--- src/rtl/aes_round_sequencer.sv ---
// Round-sequencing controller for an iterative AES datapath: walks the key-schedule /
// SubBytes / ShiftRows / MixColumns / AddRoundKey steps for 10, 12 or 14 rounds.
module aes_round_sequencer #(
    parameter int KEY_BITS       = 128,
    parameter bit ENABLE_DECRYPT = 1'b1
) (
    input  logic       clk,
    input  logic       reset,
    input  logic       start,
    input  logic       decrypt,
    input  logic       abort,
    output logic       ready,
    output logic       busy,
    output logic       inv,
    output logic [2:0] step,
    output logic [3:0] round,
    output logic       last_round,
    output logic       done
);

    localparam int         NR   = 6 + KEY_BITS / 32;
    localparam logic [3:0] NR_L = 4'(NR);

    typedef enum logic [2:0] {
        S_IDLE, S_ARK0, S_KEY, S_SUB, S_SHIFT, S_MIX, S_ARK, S_DONE
    } state_t;

    state_t     state_q, state_d;
    logic [3:0] round_q, round_d;
    logic       inv_q, inv_d;
    logic       ready_q, ready_d;
    logic       busy_q, busy_d;
    logic       done_q, done_d;
    logic       last_q, last_d;
    logic [2:0] step_q, step_d;

    function automatic logic [2:0] step_code(input state_t s);
        case (s)
            S_KEY:          return 3'd1;
            S_SUB:          return 3'd2;
            S_SHIFT:        return 3'd3;
            S_MIX:          return 3'd4;
            S_ARK0, S_ARK:  return 3'd5;
            S_DONE:         return 3'd6;
            default:        return 3'd0;
        endcase
    endfunction

    // NOTE: every signal gets a default before the case so no path leaves one unassigned (no latches).
    always_comb begin
        state_d = state_q;
        round_d = round_q;
        inv_d   = inv_q;

        case (state_q)
            S_IDLE: begin
                round_d = 4'd0;
                if (start) begin
                    inv_d   = decrypt & ENABLE_DECRYPT;
                    round_d = (decrypt & ENABLE_DECRYPT) ? NR_L : 4'd0;
                    state_d = S_ARK0;
                end
            end
            S_ARK0:  state_d = S_KEY;
            S_KEY:   state_d = inv_q ? S_SHIFT : S_SUB;
            S_SUB:   state_d = inv_q ? S_ARK : S_SHIFT;
            S_SHIFT: begin
                if (inv_q)                 state_d = S_SUB;
                else if (round_q == NR_L)  state_d = S_ARK;
                else                       state_d = S_MIX;
            end
            S_MIX:   state_d = inv_q ? S_KEY : S_ARK;
            S_ARK: begin
                if (inv_q) state_d = (round_q == 4'd0) ? S_DONE : S_MIX;
                else       state_d = (round_q == NR_L) ? S_DONE : S_KEY;
            end
            S_DONE: begin
                state_d = S_IDLE;
                round_d = 4'd0;
            end
            default: begin
                state_d = S_IDLE;
                round_d = 4'd0;
                inv_d   = 1'b0;
            end
        endcase

        // The round index moves only when KEY is entered; the exit conditions above keep it in 0..NR.
        if (state_d == S_KEY && state_q != S_KEY)
            round_d = inv_q ? round_q - 4'd1 : round_q + 4'd1;

        if (abort && state_q != S_IDLE && state_q != S_DONE) begin
            state_d = S_IDLE;
            round_d = 4'd0;
        end

        // Outputs are decoded from the next state so they register alongside it.
        ready_d = (state_d == S_IDLE);
        busy_d  = (state_d != S_IDLE) && (state_d != S_DONE);
        done_d  = (state_d == S_DONE);
        step_d  = step_code(state_d);
        last_d  = (state_d != S_IDLE) && (inv_d ? (round_d == 4'd0) : (round_d == NR_L));
    end

    // NOTE: sequential state uses non-blocking assignments so all flops update from pre-edge values.
    always_ff @(posedge clk or posedge reset) begin
        if (reset) begin
            state_q <= S_IDLE;
            round_q <= 4'd0;
            inv_q   <= 1'b0;
            ready_q <= 1'b1;
            busy_q  <= 1'b0;
            done_q  <= 1'b0;
            last_q  <= 1'b0;
            step_q  <= 3'd0;
        end else begin
            state_q <= state_d;
            round_q <= round_d;
            inv_q   <= inv_d;
            ready_q <= ready_d;
            busy_q  <= busy_d;
            done_q  <= done_d;
            last_q  <= last_d;
            step_q  <= step_d;
        end
    end

    assign ready      = ready_q;
    assign busy       = busy_q;
    assign inv        = inv_q;
    assign step       = step_q;
    assign round      = round_q;
    assign last_round = last_q;
    assign done       = done_q;

endmodule

--- config.mk ---
export PLATFORM = sky130hd
export DESIGN_NAME = aes_round_sequencer
export DESIGN_NICKNAME = d
export VERILOG_FILES = /design/src/rtl/aes_round_sequencer.sv
export SDC_FILE = /design/constraint.sdc
export NUM_CORES = 1
export LEC_CHECK = 0
export ABC_CLOCK_PERIOD_IN_PS = 5800
export BUFFER_PORTS_ARGS = -buffer_cell sky130_fd_sc_hd__buf_2
export CAP_MARGIN = 20
export CORE_UTILIZATION = 47
export DETAILED_ROUTE_END_ITERATION = 8
export PLACE_DENSITY = 0.79
export SYNTH_ARGS = -nofsm -noshare
export SYNTH_HDL_FRONTEND = slang
export SYNTH_SLANG_ARGS = --single-unit
--- constraint.sdc ---
create_clock -name clk -period 5.8 [get_ports clk]
set_clock_uncertainty 0.1 [all_clocks]
set_input_delay 0.58 -clock clk [delete_from_list [all_inputs] [get_ports clk]]
set_output_delay 0.58 -clock clk [all_outputs]
set_load 0.02 [all_outputs]
==> impl_results.md, run 1 <==
- Outcome: finished clean
- TritonCTS clock tree: built
- Setup TNS: 0 ns
- DR vias: roughly 740
- Register area: 377 um^2
- Register area share after synthesis: ~40%
- CP top delay family: compound AO/OA/AOI/OAI gates
- Synth top area cells: dfrtp_1 37%, a2111oi_2 3.2%, a2111oi_4 2.9%
- Largest family of logic cells by synthesized area: compound AO/OA/AOI/OAI gates
- CTS root buffer: clkbuf_4
- Worst Path Max Fanout: 12
- Crit-path cells: and2b_1 -> o22ai_4 -> a2111oi_4 -> o21ai_1 -> or3_1 -> a2111oi_2
- Global placer's final weighted congestion: between 0.8 and 0.9
- Post-synth ARST share: 100%
- Peak VDD IR: just over 0.0003 V
- Warning count from the yosys run: 0
- Post-CTS resize count: 0
- Synth area leader: dfrtp_1
- Tot GR Track Use: just over 20%
- Worst-Skew Late Latency: roughly 0.28 ns
- Hold WC Path Type: in2async
- Vias in the first global route: 648
- Nets: 116
- I/O pin count: 17
- Clock Sinks: 15
- Worst-path clk slew: 0.08 ns
- Adder-cell area share of the yosys netlist: about 4.8%
- I/O Buffers: 16
- Grt ovf: 0
- Clock tree buffer depth: 2
- Per-cell routed wire length: about 14 um
- Critical Path Max Stage Delay: approximately 0.55 ns
- P_int: roughly 0.34 mW
- Mux contribution to synthesized area: 1.20%
- HPWL Detailed: approximately 1.4 mm
- Crit-path slowest cell: dfrtp_1
- DRC: 0
- EDFF count, synth: 0
- Worst Tran Pin Value: between 0.5 and 0.6 ns
- Ratio of cells with drive above 1 in the final layout: between 20 and 30%
- Crit path buffers/inverters: 0
- PD cells: 605 nW/um^2
- Slew HR: approximately three fifths
- RSZ-0062 raised after global routing: false
- Hold buffer count at cts: 0
- Post-Syn Instances: 90
- Setup bufs post-CTS: 0
- First-pass GRT wire length: 3.06 mm
- Synth unique cells: 44
- Simple-Gate Fraction of Synth Area: between 20 and 25%
- Fill count: 171
- Die area: between 2000 and 2500 um^2
- Die width: ~47 um
- Placed cell areas: about 1000 um^2
- Initial antenna violation count: 0
- Max_cap viols: 0
- Pin count of the biggest net entering global routing: 17
- Area of the multi-input gates: between 500 and 600 um^2
- Net Sw Power: 0.301 mW
- Leakage: 0.480 nW
- Clock share of power: under 10%
- Final setup viols: 0
- Share of the synthesized area in the top cell type: between 30% and 40%
- DR vias/cell: 5.64
- Core ar.: between 1500 and 2000 um^2
- Die Y: roughly 47 um
- Antenna Cells: 0
- Layout area overhead: 12.7%
- Share of total power in sequential cells: 31.7%
- Gate power share: between 50% and 60%
- Syn Area/Cell: between 10 and 15 um^2
- Max-slew violations: 0
- Site Rows: 15
- Setup crit end kind: flop
- Post-route cell area: approximately 1100 um^2
- H-tree Lvls: 1
- Worst Setup Path Type: reg2reg
- Critical Path RT: 5.87 ns
- Synth Register Bits: 15
- Tmin final: 2.38 ns
- Syn_nets: around 100
- DRT iter0 DRCs: 16
- Total CTS buffers: 3
- Post-Route WL: 1.90 mm
- Switching Fraction: between 40% and 50%
- Synthesized cell area: 938 um^2
- DR pass1 iterations: 5
- Worst EP arrival: 2.46 ns
- Post-Synth XOR/XNOR Area: 2.80%
- Starting Density: between 50% and 60%
- Compound-Gate Fraction of Synth Area: 25.5%
- Fmax: ~420 MHz
- Fin crit share: between 40% and 50%
- Detail Route Antenna Nets: 0
- Post-synth top flop: dfrtp_1
- Critical Path Source Type: flop
- Endpoints failing hold: 0
## power groups by stage
| stage | Clock, mW | Sequential (mW) | Combinational, mW |
|---|---|---|---|
| 2_1_floorplan | 0 | 0.221 | 0.274 |
| 3_3_place_gp | 0 | 0.204 | 0.365 |
| 3_5_place_dp | 0 | 0.204 | 0.376 |
| 4_1_cts | 0.0597 | 0.202 | 0.378 |
| 5_1_grt | 0.0628 | 0.212 | 0.416 |
| 6_report | 0.0573 | 0.203 | 0.380 |
## Yosys cell counts, types with 2 or more instances
library cell,instances
o21ai_1,2
a21boi_0,3
dfrtp_1,14
buf_4,2
nand3_1,4
o21a_1,2
nor2_1,6
nand2_1,5
a21oi_1,3
xnor2_1,3
inv_1,7
ha_1,2
nor3b_1,3
a31oi_1,2
nand2b_1,2
a2111oi_2,2
## layout make-up
type / count / share of cell area, %
Timing Repair Buffer: 16 / 7.57
Clock buffer: 4 / 2.49
Multi-Input combinational cell: 65 / 48.9
Tap cell: 25 / 2.96
Sequential cell: 15 / 35.6
Inverter: 7 / 2.49
## metrics by stage
step / setup slack, ns / hold slack [ns] / std cells / utilization, % / power [mW]
global route: 3.24 / 0.291 / 132 / 58.7 / 0.691
floorplan: 3.52 / 0.381 / 90 / - / 0.495
global placement: 3.49 / 0.537 / 128 / 57.2 / 0.569
detailed placement: 3.46 / 0.554 / 128 / 57.2 / 0.580
CTS: 3.42 / 0.235 / 132 / 58.7 / 0.640
finish: 3.42 / 0.237 / 132 / 58.7 / 0.640
## final timing paths
path	from	endpoint	slack, ns	depth (start not counted)
max reg2reg	state_q[2]$_DFF_PP0_	last_round$_DFF_PP0_	3.42	6
max	state_q[2]$_DFF_PP0_	last_round$_DFF_PP0_	3.42	6
max in group asynchronous	reset	ready$_DFF_PP1_	4.99	2
min reg2reg	round[2]$_DFF_PP0_	round[2]$_DFF_PP0_	0.58	2
min in group clk	abort	state_q[2]$_DFF_PP0_	0.45	2
min	reset	step[0]$_DFF_PP0_	0.24	2
## placed cells by master, fill, tap and decap left out, drive strengths merged, types with 2 or more instances in the layout
cell	synthesis	final
nor2	6	6
a31oi	2	2
xnor2	3	3
o21ai	3	3
nand2b	2	2
nor3b	3	3
a21oi	3	3
o21a	2	2
dfrtp	14	14
a2111oi	3	3
a21boi	3	3
nand3	4	4
clkbuf	1	4
inv	7	7
buf	2	16
nand2	5	5
ha	2	2
## layer usage
metal  wire, um  GRT usage, %
met2        836          28.6
met5          0             0
met3         78          1.18
met1        960          32.2
met4         23          10.3
## kinds of logic after synthesis
family,after synthesis
and+or+nand+nor,32
AOI/OAI and AO/OA,26
DFF,15
buffers and inverters,10
xor gates and xnor gates,3
adders and majority gates,3
muxes,1
## state kept, by name, indices dropped and copies added (netlist names)
register,flops
busy,1
done,1
inv,1
last_round,1
ready,1
round,4
state_q,3
step,3
No activity file was read; power rests on OpenSTA's default activity.
==> run 2, diff against run 1 <==
- ABC_CLOCK_PERIOD_IN_PS: 5800 -> 2250
- clock period: 5.8 -> 2.25 ns (I/O delays scaled with it)
==> impl_results.md, run 2 (same netlist as run 1, synthesis figures left out) <==
- TritonCTS clock tree: built (unchanged)
- Post-route cell area: 1340 um^2 (was 1060 um^2)
- DRT iter0 DRCs: 22 (was 16)
- Pre-CTS setup slack: -0.00611 ns (was 3.46 ns)
- DRC: 0 (unchanged)
- Placed cell areas: 1130 um^2 (was 1030 um^2)
- Fin crit share: 101% (was 41.1%)
- Layout area overhead: 43.1% (was 12.7%)
- Commonest non-fill, non-tap cell in the layout: buf_4 (was buf_2)
- Total CTS buffers: 3 (unchanged)
- Die width: 46.7 um (unchanged)
- Critical Path Max Stage Delay: 0.47 ns (was 0.55 ns)
- Critical Path Source Type: flop (unchanged)
- Largest register FFs: 4 (unchanged)
- Grt ovf: 0 (unchanged)
- Critical Path RT: 2.32 ns (was 5.87 ns)
- Tot GR Track Use: 22.5% (was 20.6%)
- Die area: 2180 um^2 (unchanged)
- Global placer's final weighted congestion: 0.902 (was 0.829)
- Post-Place Cells: 141 (was 128)
- Endpoints failing hold: 0 (unchanged)
- Setup ws final: -0.0266 ns (was 3.42 ns)
- WHS: 0.118 ns (was 0.237 ns)
- DR pass1 iterations: 4 (was 5)
- Worst Path Max Fanout: 7 (was 12)
- Per-cell routed wire length: 16.4 um (was 14.4 um)
- Site Rows: 15 (unchanged)
- Leakage: 0.607 nW (was 0.480 nW)
- H-tree Lvls: 1 (unchanged)
- PnR Total Power: 2.15 mW (was 0.640 mW)
- Final Core Density: 74.5% (was 58.7%)
- CTS root buffer: clkbuf_4 (unchanged)
- Clock Sinks: 15 (unchanged)
- Slew HR: 63.5% (was 61.1%)
- Failing checks: negative setup slack
- Worst Tran Pin Value: 0.546 ns (was 0.580 ns)
- Initial antenna violation count: 0 (unchanged)
- Post-Route WL: 2.59 mm (was 1.90 mm)
- Starting Density: 52.1% (unchanged)
- First-pass GRT wire length: 3.36 mm (was 3.06 mm)
- Worst EP arrival: 2.34 ns (was 2.46 ns)
- Clock tree buffer depth: 2 (unchanged)
- Die Y: 46.7 um (unchanged)
- Hold WC Path Type: in2reg (was in2async)
- Setup crit end kind: flop (unchanged)
- Ratio of cells with drive above 1 in the final layout: 53.4% (was 27.1%)
- I/O pin count: 17 (unchanged)
- DR vias/cell: 5.56 (was 5.64)
- Worst-Skew Late Latency: 0.27 ns (was 0.28 ns)
- HPWL Detailed: 1.55 mm (was 1.43 mm)
- DR vias: 878 (was 744)
- Worst-path clk slew: 0.08 ns (about the same)
- Max_cap viols: 0 (unchanged)
- Core ar.: 1800 um^2 (unchanged)
- Final setup viols: 1 (was 0)
- Detail Route Antenna Nets: 0 (unchanged)
- Final cell count without fillers: 158 (was 132)
- Vias in the first global route: 748 (was 648)
- Nets: 142 (was 116)
- Max-slew violations: 0 (unchanged)
- Tmin final: 2.28 ns (was 2.38 ns)
- Crit-path cells: buf_4 -> nand2b_1 -> o22ai_4 -> a2111oi_4 -> o21ai_2 -> or3_1 -> a2111oi_2 (was and2b_1 -> o22ai_4 -> a2111oi_4 -> o21ai_1 -> or3_1 -> a2111oi_2)
- Peak VDD IR: 0.000886 V (was 0.000308 V)
- Worst Setup Path Type: reg2reg (unchanged)
- Fmax: 439 MHz (was 420 MHz)
- Most frequent cells in the layout: 25 x buf_4, 16 x buf_2, 8 x dfrtp_1 (was 16 x buf_2, 14 x dfrtp_1, 7 x inv_1)
- I/O Buffers: 16 (unchanged)
- PD cells: 1600 nW/um^2 (was 605 nW/um^2)
- Pin count of the biggest net entering global routing: 16 (was 17)
- Outcome: finished, violations left (was finished clean)
- Antenna Cells: 0 (unchanged)
- Setup TNS: -0.0266 ns (was 0 ns)
- RSZ-0062 raised after global routing: true (was false)
- Crit-path slowest cell: dfrtp_2 (was dfrtp_1)
[run 2: where the power goes]
group / switching, mW / internal [mW] / total, mW / leakage (nW)
clock network: 0.0762 / 0.0687 / 0.145 / 0.0150
registers: 0.115 / 0.391 / 0.505 / 0.184
logic: 0.757 / 0.739 / 1.50 / 0.408
[run 2: cell type report]
| type | instances | area [um^2] |
|---|---|---|
| multi-input cells | 65 | 597 |
| fillers | 129 | 459 |
| flip-flops and latches | 15 | 384 |
| repair buffers | 42 | 278 |
| well taps | 25 | 31.3 |
| clock buffers | 4 | 26.3 |
| inverters | 7 | 26.3 |
[run 2: worst paths after layout]
kind	startpoint	to	slack, ns	depth (start not counted)
setup / recovery	state_q[0]$_DFF_PP0_	last_round$_DFF_PP0_	-0.03	7
hold / removal	abort	state_q[2]$_DFF_PP0_	0.12	2
setup reg to reg	state_q[0]$_DFF_PP0_	last_round$_DFF_PP0_	-0.03	7
hold reg to reg	round[0]$_DFF_PP0_	round[0]$_DFF_PP0_	0.62	2
max in group asynchronous	reset	round[0]$_DFF_PP0_	1.22	3
min in group asynchronous	reset	done$_DFF_PP0_	0.43	3
[run 2: worst max-delay path: cells and delay by family, from the launching register on]
family          cells  cell delay [ns]
compound gates      4             0.90
simple gates        2             0.55
flops               1             0.47
buf+inv             1             0.16
[run 2: repair_timing]
action	CTS	global route
hold endpoints to repair	14	0
resized for setup	3	13
hold buffers	1	0
endpoints found under the setup margin	1	1
pin swaps	0	6
setup buffers	2	10
[run 2: metal layers]
layer	up-vias	wire length, um	share of wire, %	global-route usage (%)
met5	-	0	0	0
met4	0	10	0.39	10.3
met3	2	89	3.4	2.35
met2	30	1310	51	32.8
met1	429	1170	45	33.4
li1	417	-	-	-
